$ cat config.mk
export PLATFORM = sky130hd
export DESIGN_NAME = axil_reg_master
export DESIGN_NICKNAME = d
export VERILOG_FILES = /design/src/rtl/axil_pkg.sv /design/src/rtl/axil_reg_master.sv
export SDC_FILE = /design/constraint.sdc
export NUM_CORES = 1
export LEC_CHECK = 0
export ABC_AREA = 1
export BUFFER_PORTS_ARGS = -buffer_cell sky130_fd_sc_hd__buf_2
export CAP_MARGIN = 40
export CORE_ASPECT_RATIO = 2
export CORE_UTILIZATION = 30
export DETAILED_ROUTE_END_ITERATION = 16
export PLACE_DENSITY_LB_ADDON = 0.12
export SLEW_MARGIN = 20
export SYNTH_ARGS = -nofsm -noshare
export SYNTH_HDL_FRONTEND = slang
export SYNTH_SLANG_ARGS = --single-unit
$ cat constraint.sdc
create_clock -name M_AXI_ACLK -period 4.8 [get_ports M_AXI_ACLK]
set_input_delay 0.48 -clock M_AXI_ACLK [delete_from_list [all_inputs] [get_ports M_AXI_ACLK]]
set_output_delay 0.48 -clock M_AXI_ACLK [all_outputs]
set_load 0.02 [all_outputs]
$ cat src/rtl/axil_pkg.sv
// Shared AXI4-Lite definitions: response codes, register-master FSM states and the latched command payload.
package axil_pkg;

    localparam logic [1:0] AXI_RESP_OKAY   = 2'b00;
    localparam logic [1:0] AXI_RESP_EXOKAY = 2'b01;
    localparam logic [1:0] AXI_RESP_SLVERR = 2'b10;
    localparam logic [1:0] AXI_RESP_DECERR = 2'b11;

    localparam int unsigned AXIL_ADDR_W = 11;
    localparam int unsigned AXIL_DATA_W = 32;
    localparam int unsigned AXIL_STRB_W = AXIL_DATA_W / 8;

    typedef enum logic [2:0] {
        ST_IDLE,
        ST_WR,
        ST_WR_B,
        ST_RD_A,
        ST_RD_R,
        ST_RSP
    } axil_mst_state_t;

    typedef struct packed {
        logic                   rnw;
        logic [AXIL_ADDR_W-1:0] addr;
        logic [AXIL_DATA_W-1:0] wdata;
        logic [AXIL_STRB_W-1:0] wstrb;
    } axil_cmd_t;

endpackage

$ cat src/rtl/axil_reg_master.sv
// AXI4-Lite initiator, one outstanding register read/write at a time.
// Optional watchdog: define AXIL_TIMEOUT_EN to abandon a stalled transaction after TIMEOUT_CYCLES clocks.
module axil_reg_master
    import axil_pkg::*;
#(
    parameter int unsigned C_M_AXI_ADDR_WIDTH = AXIL_ADDR_W,
    parameter int unsigned C_M_AXI_DATA_WIDTH = AXIL_DATA_W,
    parameter int unsigned TIMEOUT_CYCLES     = 1024
) (
    input  logic                            M_AXI_ACLK,
    input  logic                            M_AXI_ARESETN,
    input  logic                            cmd_valid,
    output logic                            cmd_ready,
    input  logic                            cmd_rnw,
    input  logic [C_M_AXI_ADDR_WIDTH-1:0]   cmd_addr,
    input  logic [C_M_AXI_DATA_WIDTH-1:0]   cmd_wdata,
    input  logic [C_M_AXI_DATA_WIDTH/8-1:0] cmd_wstrb,
    output logic                            rsp_valid,
    input  logic                            rsp_ready,
    output logic [C_M_AXI_DATA_WIDTH-1:0]   rsp_rdata,
    output logic [1:0]                      rsp_resp,
    output logic                            rsp_timeout,
    output logic                            busy,
    output logic [C_M_AXI_ADDR_WIDTH-1:0]   M_AXI_AWADDR,
    output logic [2:0]                      M_AXI_AWPROT,
    output logic                            M_AXI_AWVALID,
    input  logic                            M_AXI_AWREADY,
    output logic [C_M_AXI_DATA_WIDTH-1:0]   M_AXI_WDATA,
    output logic [C_M_AXI_DATA_WIDTH/8-1:0] M_AXI_WSTRB,
    output logic                            M_AXI_WVALID,
    input  logic                            M_AXI_WREADY,
    input  logic [1:0]                      M_AXI_BRESP,
    input  logic                            M_AXI_BVALID,
    output logic                            M_AXI_BREADY,
    output logic [C_M_AXI_ADDR_WIDTH-1:0]   M_AXI_ARADDR,
    output logic [2:0]                      M_AXI_ARPROT,
    output logic                            M_AXI_ARVALID,
    input  logic                            M_AXI_ARREADY,
    input  logic [C_M_AXI_DATA_WIDTH-1:0]   M_AXI_RDATA,
    input  logic [1:0]                      M_AXI_RRESP,
    input  logic                            M_AXI_RVALID,
    output logic                            M_AXI_RREADY
);

    localparam int unsigned STRB_W = C_M_AXI_DATA_WIDTH / 8;

    if (TIMEOUT_CYCLES < 2) begin : g_bad_timeout
        $error("axil_reg_master: TIMEOUT_CYCLES must be >= 2");
    end

    axil_mst_state_t state;
    axil_cmd_t       cmd_in;
    axil_cmd_t       cmd_q;
    logic [1:0]      rst_sync;
    logic            rst_n_sync;
    logic            cmd_accept_c;

    // Reset asserts asynchronously, releases two clocks after M_AXI_ARESETN rises
    always_ff @(posedge M_AXI_ACLK or negedge M_AXI_ARESETN) begin
        if (!M_AXI_ARESETN) rst_sync <= 2'b00;
        else                rst_sync <= {rst_sync[0], 1'b1};
    end
    assign rst_n_sync = rst_sync[1];

    assign cmd_in = '{rnw:   cmd_rnw,
                      addr:  AXIL_ADDR_W'(cmd_addr),
                      wdata: AXIL_DATA_W'(cmd_wdata),
                      wstrb: AXIL_STRB_W'(cmd_wstrb)};

    assign cmd_accept_c = (state == ST_IDLE) && cmd_valid && cmd_ready;

    assign M_AXI_AWADDR = C_M_AXI_ADDR_WIDTH'(cmd_q.addr);
    assign M_AXI_ARADDR = C_M_AXI_ADDR_WIDTH'(cmd_q.addr);
    assign M_AXI_WDATA  = C_M_AXI_DATA_WIDTH'(cmd_q.wdata);
    assign M_AXI_WSTRB  = STRB_W'(cmd_q.wstrb);
    assign M_AXI_AWPROT = 3'b000;
    assign M_AXI_ARPROT = 3'b000;

`ifdef AXIL_TIMEOUT_EN
    localparam int unsigned WD_W = $clog2(TIMEOUT_CYCLES);

    logic [WD_W-1:0] wd_cnt;
    logic            wd_expire_c;
    logic            rsp_timeout_q;

    assign wd_expire_c = (state != ST_IDLE) && (state != ST_RSP) &&
                         (wd_cnt == WD_W'(TIMEOUT_CYCLES - 1));
    assign rsp_timeout = rsp_timeout_q;
`else
    assign rsp_timeout = 1'b0;
`endif

    always_ff @(posedge M_AXI_ACLK or negedge rst_n_sync) begin
        if (!rst_n_sync) begin
            state         <= ST_IDLE;
            cmd_q         <= '0;
            cmd_ready     <= 1'b0;
            busy          <= 1'b0;
            M_AXI_AWVALID <= 1'b0;
            M_AXI_WVALID  <= 1'b0;
            M_AXI_BREADY  <= 1'b0;
            M_AXI_ARVALID <= 1'b0;
            M_AXI_RREADY  <= 1'b0;
            rsp_valid     <= 1'b0;
            rsp_rdata     <= '0;
            rsp_resp      <= AXI_RESP_OKAY;
`ifdef AXIL_TIMEOUT_EN
            wd_cnt        <= '0;
            rsp_timeout_q <= 1'b0;
`endif
        end else begin
            case (state)
                ST_IDLE: begin
                    cmd_ready <= 1'b1;
                    if (cmd_accept_c) begin
                        cmd_q     <= cmd_in;
                        cmd_ready <= 1'b0;
                        busy      <= 1'b1;
                        if (cmd_in.rnw) begin
                            M_AXI_ARVALID <= 1'b1;
                            state         <= ST_RD_A;
                        end else begin
                            M_AXI_AWVALID <= 1'b1;
                            M_AXI_WVALID  <= 1'b1;
                            state         <= ST_WR;
                        end
                    end
                end
                // AW and W complete independently; leave once neither is pending
                ST_WR: begin
                    if (M_AXI_AWREADY) M_AXI_AWVALID <= 1'b0;
                    if (M_AXI_WREADY)  M_AXI_WVALID  <= 1'b0;
                    if ((!M_AXI_AWVALID || M_AXI_AWREADY) && (!M_AXI_WVALID || M_AXI_WREADY)) begin
                        M_AXI_BREADY <= 1'b1;
                        state        <= ST_WR_B;
                    end
                end
                ST_RD_A: begin
                    if (M_AXI_ARREADY) begin
                        M_AXI_ARVALID <= 1'b0;
                        M_AXI_RREADY  <= 1'b1;
                        state         <= ST_RD_R;
                    end
                end
                ST_WR_B, ST_RD_R: begin
                    if (cmd_q.rnw ? M_AXI_RVALID : M_AXI_BVALID) begin
                        M_AXI_BREADY <= 1'b0;
                        M_AXI_RREADY <= 1'b0;
                        rsp_valid    <= 1'b1;
                        rsp_resp     <= cmd_q.rnw ? M_AXI_RRESP : M_AXI_BRESP;
                        rsp_rdata    <= cmd_q.rnw ? M_AXI_RDATA : '0;
                        state        <= ST_RSP;
                    end
                end
                ST_RSP: begin
                    if (rsp_ready) begin
                        rsp_valid <= 1'b0;
                        busy      <= 1'b0;
                        cmd_ready <= 1'b1;
                        state     <= ST_IDLE;
                    end
                end
                default: state <= ST_IDLE;
            endcase
`ifdef AXIL_TIMEOUT_EN
            // Watchdog overrides any in-flight handshake; the bus needs a reset afterwards
            if (cmd_accept_c) begin
                wd_cnt        <= '0;
                rsp_timeout_q <= 1'b0;
            end else if (wd_expire_c) begin
                M_AXI_AWVALID <= 1'b0;
                M_AXI_WVALID  <= 1'b0;
                M_AXI_BREADY  <= 1'b0;
                M_AXI_ARVALID <= 1'b0;
                M_AXI_RREADY  <= 1'b0;
                rsp_valid     <= 1'b1;
                rsp_resp      <= AXI_RESP_SLVERR;
                rsp_rdata     <= '0;
                rsp_timeout_q <= 1'b1;
                state         <= ST_RSP;
            end else if ((state != ST_IDLE) && (state != ST_RSP)) begin
                wd_cnt <= wd_cnt + WD_W'(1);
            end
`endif
        end
    end

endmodule
==> impl_metrics.yaml <==
cts:
  htreeDepth: 3
  cts_tree: "done"
  insertion_delay_ps: 340
  path_clk_slew_ps: 70
  cts_buffer_depth: 2
  cts.sinks: 95
  cts_buffers: 9
  cts_root_buffer: "clkbuf_16"
  postCtsSetupBuffers: 0
sta:
  maxSlewHeadroom_pct: 53.8
  fmax_ghz: 0.417
  fin_skew_ps: 9.64
  slew_violations: 0
  finalHoldViolations: 0
  tightest_slew_ps: 692
  holdWs_ps: 232
  setup_violations: 0
  rsz0062_at_grt: "false"
  setup-tns-final_ps: 0
  fin_crit_sh_pct: 49.9
  period_minus_slack_ps: 2400
die:
  die_h_um: 172
  start_util_pct: 31.0
  ioPinCount: 200
  die_w_um: 87.2
  die-area_sq_mm: 0.0150
  core_sq_mm: 0.0140
  rows: 61
global_route:
  grt_antenna_before_repair: 0
  grt_first_pass_wirelength_um: 16500
  grt-ovfl-total: 0
  grt_pass1_vias: 3441
  track_usage_pct: 14.5
  grt_max_degree: 57
yosys:
  yosysUniqueCellTypes: 20
  synth_top_cell_by_area: "dfrtp_1"
  synth.cell_area_sq_mm: 0.00435
  synth_area_leaders: "dfrtp_1, nand2_1, buf_4"
  yosysSeqAreaShare_pct: 54.6
  syn_inst: 515
  ys.warnings.count: 0
  synth_seq_cells: 95
  synth_top_cell_area_share_pct: 54.6
  synth_area_per_cell_sq_um: 8.45
final_layout:
  seq_area_sq_mm: 0.00238
  fin_util_pct: 38.1
  final_cell_mix: "nand2_1, buf_2, dfrtp_1"
  final_nets: 736
  final_common_cell: "nand2_1"
  multi_input_area_sq_mm: 0.00130
  area_delta_synth_final_pct: 23.0
  design_area_sq_mm: 0.00535
  final_layout_size_suffix_gt1_share_pct: 34.4
  nFillCells: 1571
hold_path:
  hold_class: "reg2async"
drt:
  avgRoutedWirePerCell_um: 12.8
  route.vias.total: 3551
  drtPass1Iterations: 4
  viasPerCell: 4.24
  drtIter0Drc: 115
  drcViolationCount: 0
  drt-total-wl_um: 10700
  postRouteAntennaNets: 0
place:
  place_congestion: 0.746
  dp_hpwl_um: 7770
  post_dp_cell_area_sq_mm: 0.00499
  port-buffer-count: 192
worst_setup_path:
  cp_top_family: "simple AND/OR/NAND/NOR gates"
  critPathKind: "reg2reg"
  cp_slowest_cell: "dfrtp_1"
  reg2reg_depth: 7
  path_buf_inv: 2
  required_ps: 5000
  slowest_delay_ps: 670
  arrival_ps: 2600
  crit_top_cell: "nand2_1"
  cp.depth: 7
  crit_path_end_kind: "flip-flop"
  critPathLaunchType: "flip-flop"
  worst-path-max-fanout: 38
  path_cells: "inv_1 -> nand2_1 -> nand2_1 -> nor2_4 -> inv_2 -> nand2_1 -> o21ai_0"
power:
  pwr_density_cell_mw_per_mm2: 719
  ir_worst_vdd_uv: 286
  leakagePower_uw: 0.00316
flow_run:
  maxCapViolations: 0
outcome:
  status: "finished clean"
## per-layer routing
layer | track usage (%) | wire length, um | part of all wire [%] | vias up
li1 | - | - | - | 1764
met1 | 15.1 | 4060 | 38 | 1663
met2 | 27.3 | 5920 | 55 | 115
met3 | 3.20 | 536 | 5.0 | 9
met4 | 6.13 | 163 | 1.5 | 0
met5 | 0 | 0 | 0 | -
## kinds of logic (layout without fill, tap and decap cells)
kind of cell	after synthesis	after routing	share of synthesized area, %
buf+inv	107	234	16.0
flops	95	95	54.6
compound gates	12	12	1.41
simple gates	299	299	27.7
other cells	2	9	0.173
## report_power, final
part,internal (uW),total (uW),switching [uW],leakage (uW)
clock network,421,738,317,0.000153
logic,556,1720,1170,0.00182
registers,1160,1390,229,0.00119
total,2140,3850,1710,0.00316
## sequential cells by signal (all words and copies together), names as in the netlist
signal / cells
rsp_rdata: 32
rsp_valid: 1
M_AXI_WVALID: 1
cmd_ready: 1
M_AXI_ARVALID: 1
state: 3
M_AXI_BREADY: 1
rsp_resp: 2
rst_sync: 2
busy: 1
M_AXI_WSTRB: 4
M_AXI_RREADY: 1
M_AXI_ARADDR: 11
M_AXI_AWVALID: 1
M_AXI_WDATA: 32
cmd_q: 1
## path summary, 6_finish.rpt
check | start | slack [ps] | end
max | cmd_q[47] | 2400 | rsp_resp[0]
min reg2reg | rst_sync[1] | 230 | M_AXI_WDATA[6]
max reg2reg | cmd_q[47] | 2400 | rsp_resp[0]
min | rst_sync[1] | 230 | M_AXI_WDATA[6]
min in group M_AXI_ACLK | cmd_wdata[29] | 340 | M_AXI_WDATA[29]
max in group asynchronous | rst_sync[1] | 3530 | M_AXI_ARADDR[0]
## synth_stat cells
master	instances
buf_2	12
a31oi_1	1
nor2_1	6
inv_2	3
or2_2	2
nand3_1	37
o21ai_1	1
buf_6	5
nand2_2	1
o21ai_0	9
nand2_1	246
nor2_4	3
clkbuf_1	5
nor3_1	1
conb_1	2
nand4_1	3
dfrtp_1	95
buf_4	65
inv_1	17
a21oi_1	1
## layout make-up
| type | count | area share, % |
|---|---|---|
| Inverter | 20 | 1.40 |
| Sequential cell | 95 | 44.5 |
| Clock inverter | 6 | 1.24 |
| Multi-Input combinational cell | 319 | 24.3 |
| Clock buffer | 10 | 4.46 |
| Antenna cell | 1 | 0.0468 |
| Tap cell | 189 | 4.42 |
| Timing Repair Buffer | 198 | 19.7 |
## worst reg2reg max path: cells and delay by family (launching register included)
kind / cells / cell delay [ps]
and+or+nand+nor: 4 / 900
DFF: 1 / 670
AOI/OAI and AO/OA: 1 / 80
buffers and inverters: 2 / 610
## metrics by stage
stage,cells,total power (uW),setup slack [ps]
final,838,3850,2400
after global routing,837,4160,2120
after CTS,835,3910,2390
after detailed placement,818,3150,2380
after global placement,817,3090,2000
after floorplan,521,2870,1960
## repair_timing
| item | 4_1_cts | 5_1_grt |
|---|---|---|
| endpoints found under the hold margin | 2 | 0 |
| endpoints found under the setup margin | 0 | 0 |
| resized for setup | 0 | 0 |
| hold buffers | 1 | 0 |
(Power assumes the default switching activity.)
